==> config.mk <==
export PLATFORM = sky130hd
export DESIGN_NAME = addsub_pipe
export DESIGN_NICKNAME = d
export VERILOG_FILES = /design/src/rtl/addsub_pipe.sv
export SDC_FILE = /design/constraint.sdc
export NUM_CORES = 1
export LEC_CHECK = 0
export BUFFER_PORTS_ARGS = -buffer_cell sky130_fd_sc_hd__buf_2
export CORE_MARGIN = 8
export CORE_UTILIZATION = 58
export CTS_CLUSTER_SIZE = 8
export DETAILED_ROUTE_END_ITERATION = 16
export GPL_TIMING_DRIVEN = 0
export PLACE_DENSITY = 0.83
export SYNTH_ARGS = -nofsm -noshare
export SYNTH_HDL_FRONTEND = slang
export SYNTH_SLANG_ARGS = --single-unit
==> constraint.sdc <==
create_clock -name clk -period 3 [get_ports clk]
set_input_delay 0.45 -clock clk [delete_from_list [all_inputs] [get_ports clk]]
set_output_delay 0.45 -clock clk [all_outputs]
set_load 0.01 [all_outputs]
==> src/rtl/addsub_pipe.sv <==
// ---------------------------------------------------------------------------
// addsub_pipe
//
// Pipelined WIDTH-bit adder/subtractor. The add is cut into STAGES chunks of
// CHUNK = WIDTH/STAGES bits. Each chunk is resolved in its own pipeline stage
// using the carry registered by the stage before it, so the critical path is
// one CHUNK-bit add rather than a full WIDTH-bit ripple.
//
// Ports
//   clk        rising-edge clock
//   rst_n      asynchronous active-low reset; clears all stages and outputs
//   in_valid   operand bundle valid
//   in_ready   bundle accepted this cycle (= !out_valid || out_ready)
//   A, B       operands
//   SUB        0: A+B, 1: A-B (computed as A + ~B + 1)
//   SAT        1: clamp the result on signed overflow
//   out_valid  result valid
//   out_ready  consumer accepts the result
//   ans        result (saturated when SAT && V)
//   cout       carry out of bit WIDTH-1 (on subtract, 1 = no borrow)
//   V          raw signed overflow flag, independent of SAT
//
// Latency is STAGES cycles with no stall; one result per cycle at full rate.
// The whole pipeline advances or holds as a unit, so bubbles stay in place
// while the output is stalled.
// ---------------------------------------------------------------------------
module addsub_pipe #(
    parameter int unsigned WIDTH  = 32,
    parameter int unsigned STAGES = 4
) (
    input  logic             clk,
    input  logic             rst_n,
    input  logic             in_valid,
    output logic             in_ready,
    input  logic [WIDTH-1:0] A,
    input  logic [WIDTH-1:0] B,
    input  logic             SUB,
    input  logic             SAT,
    output logic             out_valid,
    input  logic             out_ready,
    output logic [WIDTH-1:0] ans,
    output logic             cout,
    output logic             V
);

    localparam int unsigned CHUNK = WIDTH / STAGES;
    localparam int unsigned LAST  = STAGES - 1;

    if (WIDTH < 2 || STAGES < 1 || (WIDTH % STAGES) != 0) begin : g_bad_params
        $error("addsub_pipe: WIDTH must be >= 2 and divisible by STAGES");
    end

    // Whole-pipeline advance: the output slot is free or being drained.
    logic w_advance;
    assign w_advance = !out_valid || out_ready;
    assign in_ready  = w_advance;

    // Per-stage inputs. Operands are kept right-aligned: the chunk a stage
    // works on always sits in bits [CHUNK-1:0], and unconsumed upper chunks
    // shift down by CHUNK each stage. Partial sums are kept at their final
    // bit positions so the result needs no realignment at the end.
    logic [WIDTH-1:0] w_a_in   [STAGES];
    logic [WIDTH-1:0] w_b_in   [STAGES];
    logic [WIDTH-1:0] w_s_in   [STAGES];
    logic             w_c_in   [STAGES];
    logic             w_sat_in [STAGES];
    logic             w_vld_in [STAGES];

    assign w_a_in[0]   = A;
    assign w_b_in[0]   = SUB ? ~B : B;
    assign w_s_in[0]   = '0;
    assign w_c_in[0]   = SUB;
    assign w_sat_in[0] = SAT;
    assign w_vld_in[0] = in_valid;

    for (genvar k = 0; k < STAGES; k++) begin : g_stage
        logic [CHUNK-1:0] w_chunk;
        logic             w_co;
        logic [WIDTH-1:0] w_sum;

        always_comb begin
            {w_co, w_chunk} = {1'b0, w_a_in[k][CHUNK-1:0]}
                            + {1'b0, w_b_in[k][CHUNK-1:0]}
                            + {{CHUNK{1'b0}}, w_c_in[k]};
            w_sum = w_s_in[k];
            w_sum[k*CHUNK +: CHUNK] = w_chunk;
        end

        if (k < LAST) begin : g_mid
            logic             r_vld;
            logic             r_c;
            logic             r_sat;
            logic [WIDTH-1:0] r_a;
            logic [WIDTH-1:0] r_b;
            logic [WIDTH-1:0] r_s;

            // Data only loads with a valid bundle so idle-cycle operand
            // garbage never enters the datapath.
            always_ff @(posedge clk or negedge rst_n) begin
                if (!rst_n) begin
                    r_vld <= 1'b0;
                    r_c   <= 1'b0;
                    r_sat <= 1'b0;
                    r_a   <= '0;
                    r_b   <= '0;
                    r_s   <= '0;
                end else if (w_advance) begin
                    r_vld <= w_vld_in[k];
                    if (w_vld_in[k]) begin
                        r_c   <= w_co;
                        r_sat <= w_sat_in[k];
                        r_a   <= w_a_in[k] >> CHUNK;
                        r_b   <= w_b_in[k] >> CHUNK;
                        r_s   <= w_sum;
                    end
                end
            end

            assign w_a_in[k+1]   = r_a;
            assign w_b_in[k+1]   = r_b;
            assign w_s_in[k+1]   = r_s;
            assign w_c_in[k+1]   = r_c;
            assign w_sat_in[k+1] = r_sat;
            assign w_vld_in[k+1] = r_vld;
        end else begin : g_last
            logic             w_cmsb;
            logic             w_v;
            logic [WIDTH-1:0] w_res;

            logic             r_vld;
            logic [WIDTH-1:0] r_ans;
            logic             r_cout;
            logic             r_v;

            // Carry into the MSB is recovered from the MSB sum bit:
            // s = a ^ b ^ cin  =>  cin = a ^ b ^ s.
            always_comb begin
                w_cmsb = w_a_in[k][CHUNK-1] ^ w_b_in[k][CHUNK-1] ^ w_chunk[CHUNK-1];
                w_v    = w_cmsb ^ w_co;
                w_res  = w_sum;
                if (w_sat_in[k] && w_v) begin
                    w_res = w_a_in[k][CHUNK-1] ? {1'b1, {(WIDTH-1){1'b0}}}
                                               : {1'b0, {(WIDTH-1){1'b1}}};
                end
            end

            always_ff @(posedge clk or negedge rst_n) begin
                if (!rst_n) begin
                    r_vld  <= 1'b0;
                    r_ans  <= '0;
                    r_cout <= 1'b0;
                    r_v    <= 1'b0;
                end else if (w_advance) begin
                    r_vld <= w_vld_in[k];
                    if (w_vld_in[k]) begin
                        r_ans  <= w_res;
                        r_cout <= w_co;
                        r_v    <= w_v;
                    end
                end
            end

            assign out_valid = r_vld;
            assign ans       = r_ans;
            assign cout      = r_cout;
            assign V         = r_v;
        end
    end

endmodule

==> results.md, run 1 <==
- FILL cells: between 900 and 1,000
- Switch share: between 30% and 40%
- WL final: 20.0 mm
- Vias: roughly 6,000
- Post-synthesis simple-gate area fraction: around 6.0%
- Drt first pass iters: 6
- Pwr Density: approximately 1200 nW/um^2
- Avg WL per Cell: between 15 and 20 um
- Largest net degree at the start of global routing: 100
- Complex-gate fraction of the synthesized area: about 11%
- Outcome: finished, final reports clean
- Critical-path maximum fanout: 10
- Clk_lat worst skew: approximately 430 ps
- Adder-Cell Fraction of Synth Area: approximately 5.7%
- Register area share after synthesis: a little under three fifths
- Clock share of power: a little over a fifth
- HPWL Detailed: around 14 mm
- Vias/cell: approximately 5.9
- Share of layout cells above drive strength 1: 34.7%
- Arr. time, crit path: 3190 ps
- First-pass GRT wire length: 32.1 mm
- Count of final setup violators: 0
- Unique masters post-synth: 45
- Setup Skew: 8.78 ps
- Dpl ws: -334 ps
- #FFs+latches synth: around 190
- Die width: roughly 140 um
- Switch Pwr: 4.08 mW
- Fin cells: approximately 1,000
- HP Class: input pin to asynchronous set/reset pin
- Post-Syn Instances: between 600 and 700
- FMAX: roughly 0.35 GHz
- CP Launch Point: g_stage[2].g_mid.r_b[0]
- IO buf count: 104
- Vias in the first global route: 6,473
- Part of the cycle the worst path needs: 95.8%
- Setup_tns: 0 ps
- Synth Warn #: 0
- Final min period: ~2900 ps
- Post-Synth XOR/XNOR Area: under 10%
- N_diodes: 0
- CTS H-tree lvls: 4
- Reg clk slew, reported paths: roughly 70 ps
- Sequential share of power: roughly two fifths
- Mux cell area share after synthesis: between 10% and 20%
- Initial core utilization: 58.9%
- Worst VDD drop: 0.629 mV
- Die ar.: between 15,000 and 20,000 um^2
- R2R cell count: 11
- Req. time, crit path: between 3000 and 4000 ps
- Post-Syn Area: approximately 8500 um^2
- Finished Cell Area: approximately 10000 um^2
- Area Overhead vs Synth: 17.0%
- Floorplan row count: between 40 and 50
- Syn Area/Cell: 12.6 um^2
- Number of remaining DRC errors: 0
- Final net count: 910
- Die height: about 140 um
- TritonCTS buffer count: 17
- Syn Nets: between 700 and 800
- Final WS setup: approximately 130 ps
- Worst rel slew slack: between 40% and 50%
- Core ar.: about 14,000 um^2
- Final GP Congestion: around 0.86
- Worst r2r dst: ans[27]
- Crit path kind: flip-flop to flip-flop
- Pint: around 7.5 mW
- Power Total: 11.6 mW
- Pleak: 4.55 nW
- Dpl cells: a little under 1,000
- Fin. Hold Viols: 0
- GRT Total Usage: 22.2%
- Largest family of logic cells by synthesized area: multiplexers
- # hold bufs at CTS: 0
- Crit end category: flip-flop
- Setup crit start kind: flip-flop
- Origin of the critical flop-to-flop path: g_stage[2].g_mid.r_b[0]
- Root buffer cell: clkbuf_16
- Worst R2R Setup Slack: between 100 and 150 ps
- CTS tree: done
- RSZ-0062 raised after global routing: no
- Critical path endpoint: ans[27]
- Placed inst area: around 9300 um^2
- Slew at the pin with the worst max-slew slack: a little over 800 ps
- Top-level I/O count: 106
- Detail Route Antenna Nets: 0
- Clk sink count: about 190
- Iter 0 DRT Violations: approximately 320
- Antenna violations before repair: 0
- CTS Buffer Depth: 2
- Congestion Overflow GR: 0
- Slew Limit Fails: 0
- Gate power share: between 40% and 50%
- Total of max-cap violations: 0
[routing by layer]
layer / track usage (%) / vias to the layer above / routed length (um)
li1: - / 2662 / -
met2: 38.1 / 216 / 10100
met1: 25.8 / 2954 / 8050
met4: 11.1 / 0 / 547
met5: 0 / - / 0
met3: 4.85 / 41 / 1250
[kinds of logic after synthesis]
logic type | Yosys count
buffers and inverters | 58
AO/OA/AOI/OAI | 136
XOR/XNOR | 50
adder cells (fa/ha/maj) | 35
flip-flops | 188
multiplexers | 104
AND/OR/NAND/NOR | 109
[synthesized netlist by cell type (all sizes together)]
master	count	share of area, %
nand2	59	2.6
a21boi	2	0.18
a211oi	4	0.47
and2b	1	0.088
o2111ai	1	0.10
a21oi	17	1.0
fa	7	1.6
a31o	1	0.10
nor4b	2	0.21
dfrtp	188	55
and2	1	0.073
a31oi	3	0.22
nand3	3	0.18
buf	10	0.73
o21a	7	0.62
or4b	2	0.23
mux2	103	14
or3b	1	0.10
nor3	13	0.76
nor2b	3	0.22
nand3b	1	0.088
o221a	30	4.0
o211ai	2	0.18
nand4b	1	0.10
xnor2	32	3.3
or3	3	0.22
nor2	12	0.53
xor2	18	1.8
o21ai	54	3.2
o31ai	4	0.35
nand2b	2	0.15
ha	28	4.1
o21bai	1	0.088
mux2i	1	0.12
clkbuf	27	1.2
inv	21	0.92
a21o	9	0.79
and4bb	1	0.15
a221oi	1	0.18
nor3b	4	0.35
[worst max-delay path, stage by stage, from the launching register on]
cell and delay [ps]:
dfrtp_1 410, fa_2 420, inv_1 80, fa_1 190, and2b_1 210, o2111ai_1 280, a31o_1 240, a211oi_4 90
or3b_1 370, buf_2 170, buf_6 160, o221a_2 130
[stage by stage]
stage          utilization (%)  hold slack, ps
2_1_floorplan                -             154
3_3_place_gp              64.1             459
3_5_place_dp              64.4             467
4_1_cts                   68.8            41.3
5_1_grt                   69.0            77.6
6_report                  69.0            2.50
[worst min path at each step]
stage,startpoint,end,slack [ps]
floorplan,rst_n,V,150
global placement,g_stage[0].g_mid.r_b[16],g_stage[0].g_mid.r_b[16],460
detailed placement,g_stage[2].g_mid.r_s[22],g_stage[2].g_mid.r_s[22],470
CTS,rst_n,g_stage[0].g_mid.r_a[15],40
global route,rst_n,g_stage[0].g_mid.r_a[15],80
finish,rst_n,g_stage[0].g_mid.r_a[15],3
[layout by cell type (no fill, tap or decap), types with 3 or more instances in the layout]
master / instances
dfrtp_1: 188
buf_2: 106
mux2_2: 103
nand2_1: 59
o21ai_0: 52
xnor2_1: 32
o221a_2: 30
ha_1: 28
clkbuf_1: 26
inv_1: 21
xor2_1: 18
a21oi_1: 17
clkbuf_16: 17
nor3_1: 13
nor2_1: 12
a21o_1: 9
o21a_1: 7
fa_1: 6
buf_1: 4
o31ai_1: 4
nor3b_1: 4
bufinv_16: 4
nor2b_1: 3
buf_6: 3
or3_1: 3
nand3_1: 3
a31oi_1: 3
clkbuf_8: 3
[layout make-up]
type	count	area, um^2	share of cell area [%]
buffer	37	171	1.72
multi-input combinational	434	3600	36.0
sequential	188	4700	47.1
timing repair buffer	106	566	5.66
clock inverter	10	163	1.63
tap	184	230	2.31
inverter	21	78.8	0.790
clock buffer	22	474	4.75
[state kept, by name, indices dropped and copies added (netlist names)]
signal and cells:
g_stage.g_mid.r_a 48, g_stage.g_mid.r_b 48, g_stage.g_mid.r_s 48, ans 32
g_stage.g_mid.r_c 3, g_stage.g_mid.r_sat 3, g_stage.g_mid.r_vld 3, V 1
cout 1, out_valid 1
[power by group through the flow]
stage               clock [mW]  combinational [mW]  sequential (mW)
detailed placement           0                4.59             4.41
CTS                       2.42                4.70             4.39
global route              2.51                5.19             4.52
floorplan                    0                3.31             4.29
finish                    2.40                4.75             4.40
global placement             0                4.33             4.33
[repair_timing]
action	4_1_cts	5_1_grt
setup buffers	0	1
endpoints found under the setup margin	20	33
resized for setup	3	7
pin swaps	0	3
Power figures use the tool's default switching activity.
==> run 2: changes to the inputs <==
Settings changed: CTS_BUF_LIST set to sky130_fd_sc_hd__clkbuf_16.
==> results.md, run 2 (same netlist as run 1, synthesis figures left out) <==
- Setup Skew: 9.12 ps (+0.343 ps)
- FMAX: 0.348 GHz (-0.17%)
- Clock share of power: 20.1% (-0.7 points)
- Total of max-cap violations: 0 (unchanged)
- Die ar.: 18,900 um^2 (unchanged)
- Slew Limit Fails: 0 (unchanged)
- Number of remaining DRC errors: 0 (unchanged)
- FILL cells: 995 (unchanged)
- Top flop regs: g_stage.g_mid.r_a: 48 flops, g_stage.g_mid.r_b: 48 flops, g_stage.g_mid.r_s: 48 flops
- Core ar.: 14,500 um^2 (unchanged)
- Top-level I/O count: 106 (unchanged)
- Vias: 5,821 (-0.89%)
- CTS tree: done
- Gate power share: 41.5% (+0.4 points)
- Area Overhead vs Synth: 16.7%
- Fin. Hold Viols: 0 (unchanged)
- Crit end category: flip-flop
- Die width: 137 um (unchanged)
- Final net count: 910 (unchanged)
- Slew at the pin with the worst max-slew slack: 829 ps (+14.1 ps)
- HPWL Detailed: 14.1 mm (unchanged)
- CTS Buffer Depth: 2 (unchanged)
- Switch share: 35.6% (+0.28 points)
- Pint: 7.40 mW (-1.1%)
- Worst rel slew slack: 44.8% (-0.94 points)
- Drt first pass iters: 4 (-2)
- Detail Route Antenna Nets: 0 (unchanged)
- Initial core utilization: 58.9% (unchanged)
- Outcome: finished, final reports clean
- Die height: 137 um (unchanged)
- Final min period: 2880 ps (+4.82 ps)
- Crit path kind: flip-flop to flip-flop
- Pwr Density: 1150 nW/um^2 (-0.46%)
- Reg clk slew, reported paths: 60 ps (about the same)
- IO buf count: 104 (unchanged)
- N_diodes: 0 (unchanged)
- Sequential share of power: 38.4% (+0.3 points)
- Multi-input logic area: 3600 um^2 (+0.21%)
- Final GP Congestion: 0.860 (unchanged)
- Req. time, crit path: 3320 ps (about the same)
- Clk sink count: 188 (unchanged)
- Minimum hold slack: 2.45 ps (-0.0543 ps)
- Vias in the first global route: 6,525 (+0.80%)
- HP Class: input pin to asynchronous set/reset pin
- Floorplan row count: 44 (unchanged)
- Congestion Overflow GR: 0 (unchanged)
- Count of final setup violators: 0 (unchanged)
- Clk_lat worst skew: 430 ps (about the same)
- CP Launch Point: g_stage[2].g_mid.r_b[0]
- Avg WL per Cell: 19.9 um (-0.13%)
- Setup_tns: 0 ps (unchanged)
- Iter 0 DRT Violations: 294 (-9.3%)
- Largest net degree at the start of global routing: 100 (unchanged)
- Commonest non-fill, non-tap cell in the layout: dfrtp_1
- Origin of the critical flop-to-flop path: g_stage[2].g_mid.r_b[0]
- Switch Pwr: 4.08 mW (about the same)
- Root buffer cell: clkbuf_16
- Share of layout cells above drive strength 1: 34.6% (-0.12 points)
- CTS H-tree lvls: 4 (unchanged)
- Part of the cycle the worst path needs: 95.9% (+0.16 points)
- First-pass GRT wire length: 32.2 mm (+0.19%)
- Antenna violations before repair: 0 (unchanged)
- Pleak: 4.54 nW (-0.21%)
- TritonCTS buffer count: 17 (unchanged)
- Commonest cells after routing, fill and taps aside: dfrtp_1 (188), buf_2 (107), mux2_2 (103), nand2_1 (59), o21ai_0 (52)
- Critical-path maximum fanout: 10 (unchanged)
- GRT Total Usage: 22.2% (+0.035 points)
- WL final: 20.0 mm (-0.13%)
- Arr. time, crit path: 3190 ps (about the same)
- Worst VDD drop: 0.622 mV (-1.2%)
- RSZ-0062 raised after global routing: no
- Setup crit start kind: flip-flop
- Vias/cell: 5.81 (-0.89%)
- FF+latch area: 4700 um^2 (unchanged)
[run 2: cell types whose count changed in the layout (fill, tap and decap cells not counted), sizes merged]
cell | previous run | this run
buf | 116 | 117
clkbuf | 49 | 43
clkinv | 4 | 7
inv | 21 | 23
[run 2: metrics by stage]
step	utilization [%]	worst slack (ps)	total power, mW	instance area [um^2]	std cells
finish	68.8	123	11.5	9960	1002
global route	68.8	10.3	12.1	9960	1002
CTS	68.6	12.0	11.4	9930	1001
detailed placement	64.4	-334	9.00	9320	969
global placement	64.1	-1260	8.65	9290	968
floorplan	-	352	7.60	8530	680
[run 2: area by class of cell]
| cell class | instances | area share, % |
|---|---|---|
| Buffer | 37 | 1.70 |
| Clock buffer | 17 | 4.27 |
| Sequential cell | 188 | 47.2 |
| Clock inverter | 15 | 1.82 |
| Inverter | 21 | 0.792 |
| Timing Repair Buffer | 106 | 5.68 |
| Tap cell | 184 | 2.31 |
| Multi-Input combinational cell | 434 | 36.2 |
[run 2: worst paths after layout]
path / to / slack [ps] / depth (start not counted)
max: ans[27] / 120 / 11
min: g_stage[0].g_mid.r_a[15] / 2 / 1
max reg2reg: ans[27] / 120 / 11
min reg2reg: g_stage[0].g_mid.r_s[3] / 470 / 2
max in group asynchronous: g_stage[1].g_mid.r_s[12] / 2110 / 2
min in group clk: g_stage[0].g_mid.r_a[8] / 250 / 2
[run 2: per-layer routing]
metal | track usage [%] | vias up | wire (um)
met3 | 4.92 | 50 | 1150
met2 | 37.7 | 189 | 10000
li1 | - | 2657 | -
met4 | 11.6 | 0 | 644
met5 | 0 | - | 0
met1 | 25.9 | 2925 | 8140
[run 2: timing repair]
action,CTS,global route
hold buffers,0,0
gates resized for setup,3,8
pin swaps,0,2
buffers inserted,0,1
setup endpoints to repair,20,33
[run 2: power groups by stage]
stage               Clock [mW]  Sequential (mW)  Combinational, mW
detailed placement           0             4.41               4.59
global placement             0             4.33               4.33
global route              2.42             4.52               5.20
finish                    2.31             4.40               4.76
CTS                       2.33             4.39               4.70
floorplan                    0             4.29               3.31
[run 2: worst max-delay path: stages (launching register included)]
cell and delay [ps]:
dfrtp_1 380, fa_2 240, inv_1 60, fa_1 390, and2b_2 260, o21ai_1 100
a221oi_2 400, a211oi_4 80, or3b_1 370, buf_2 170, buf_6 160, o221a_2 130
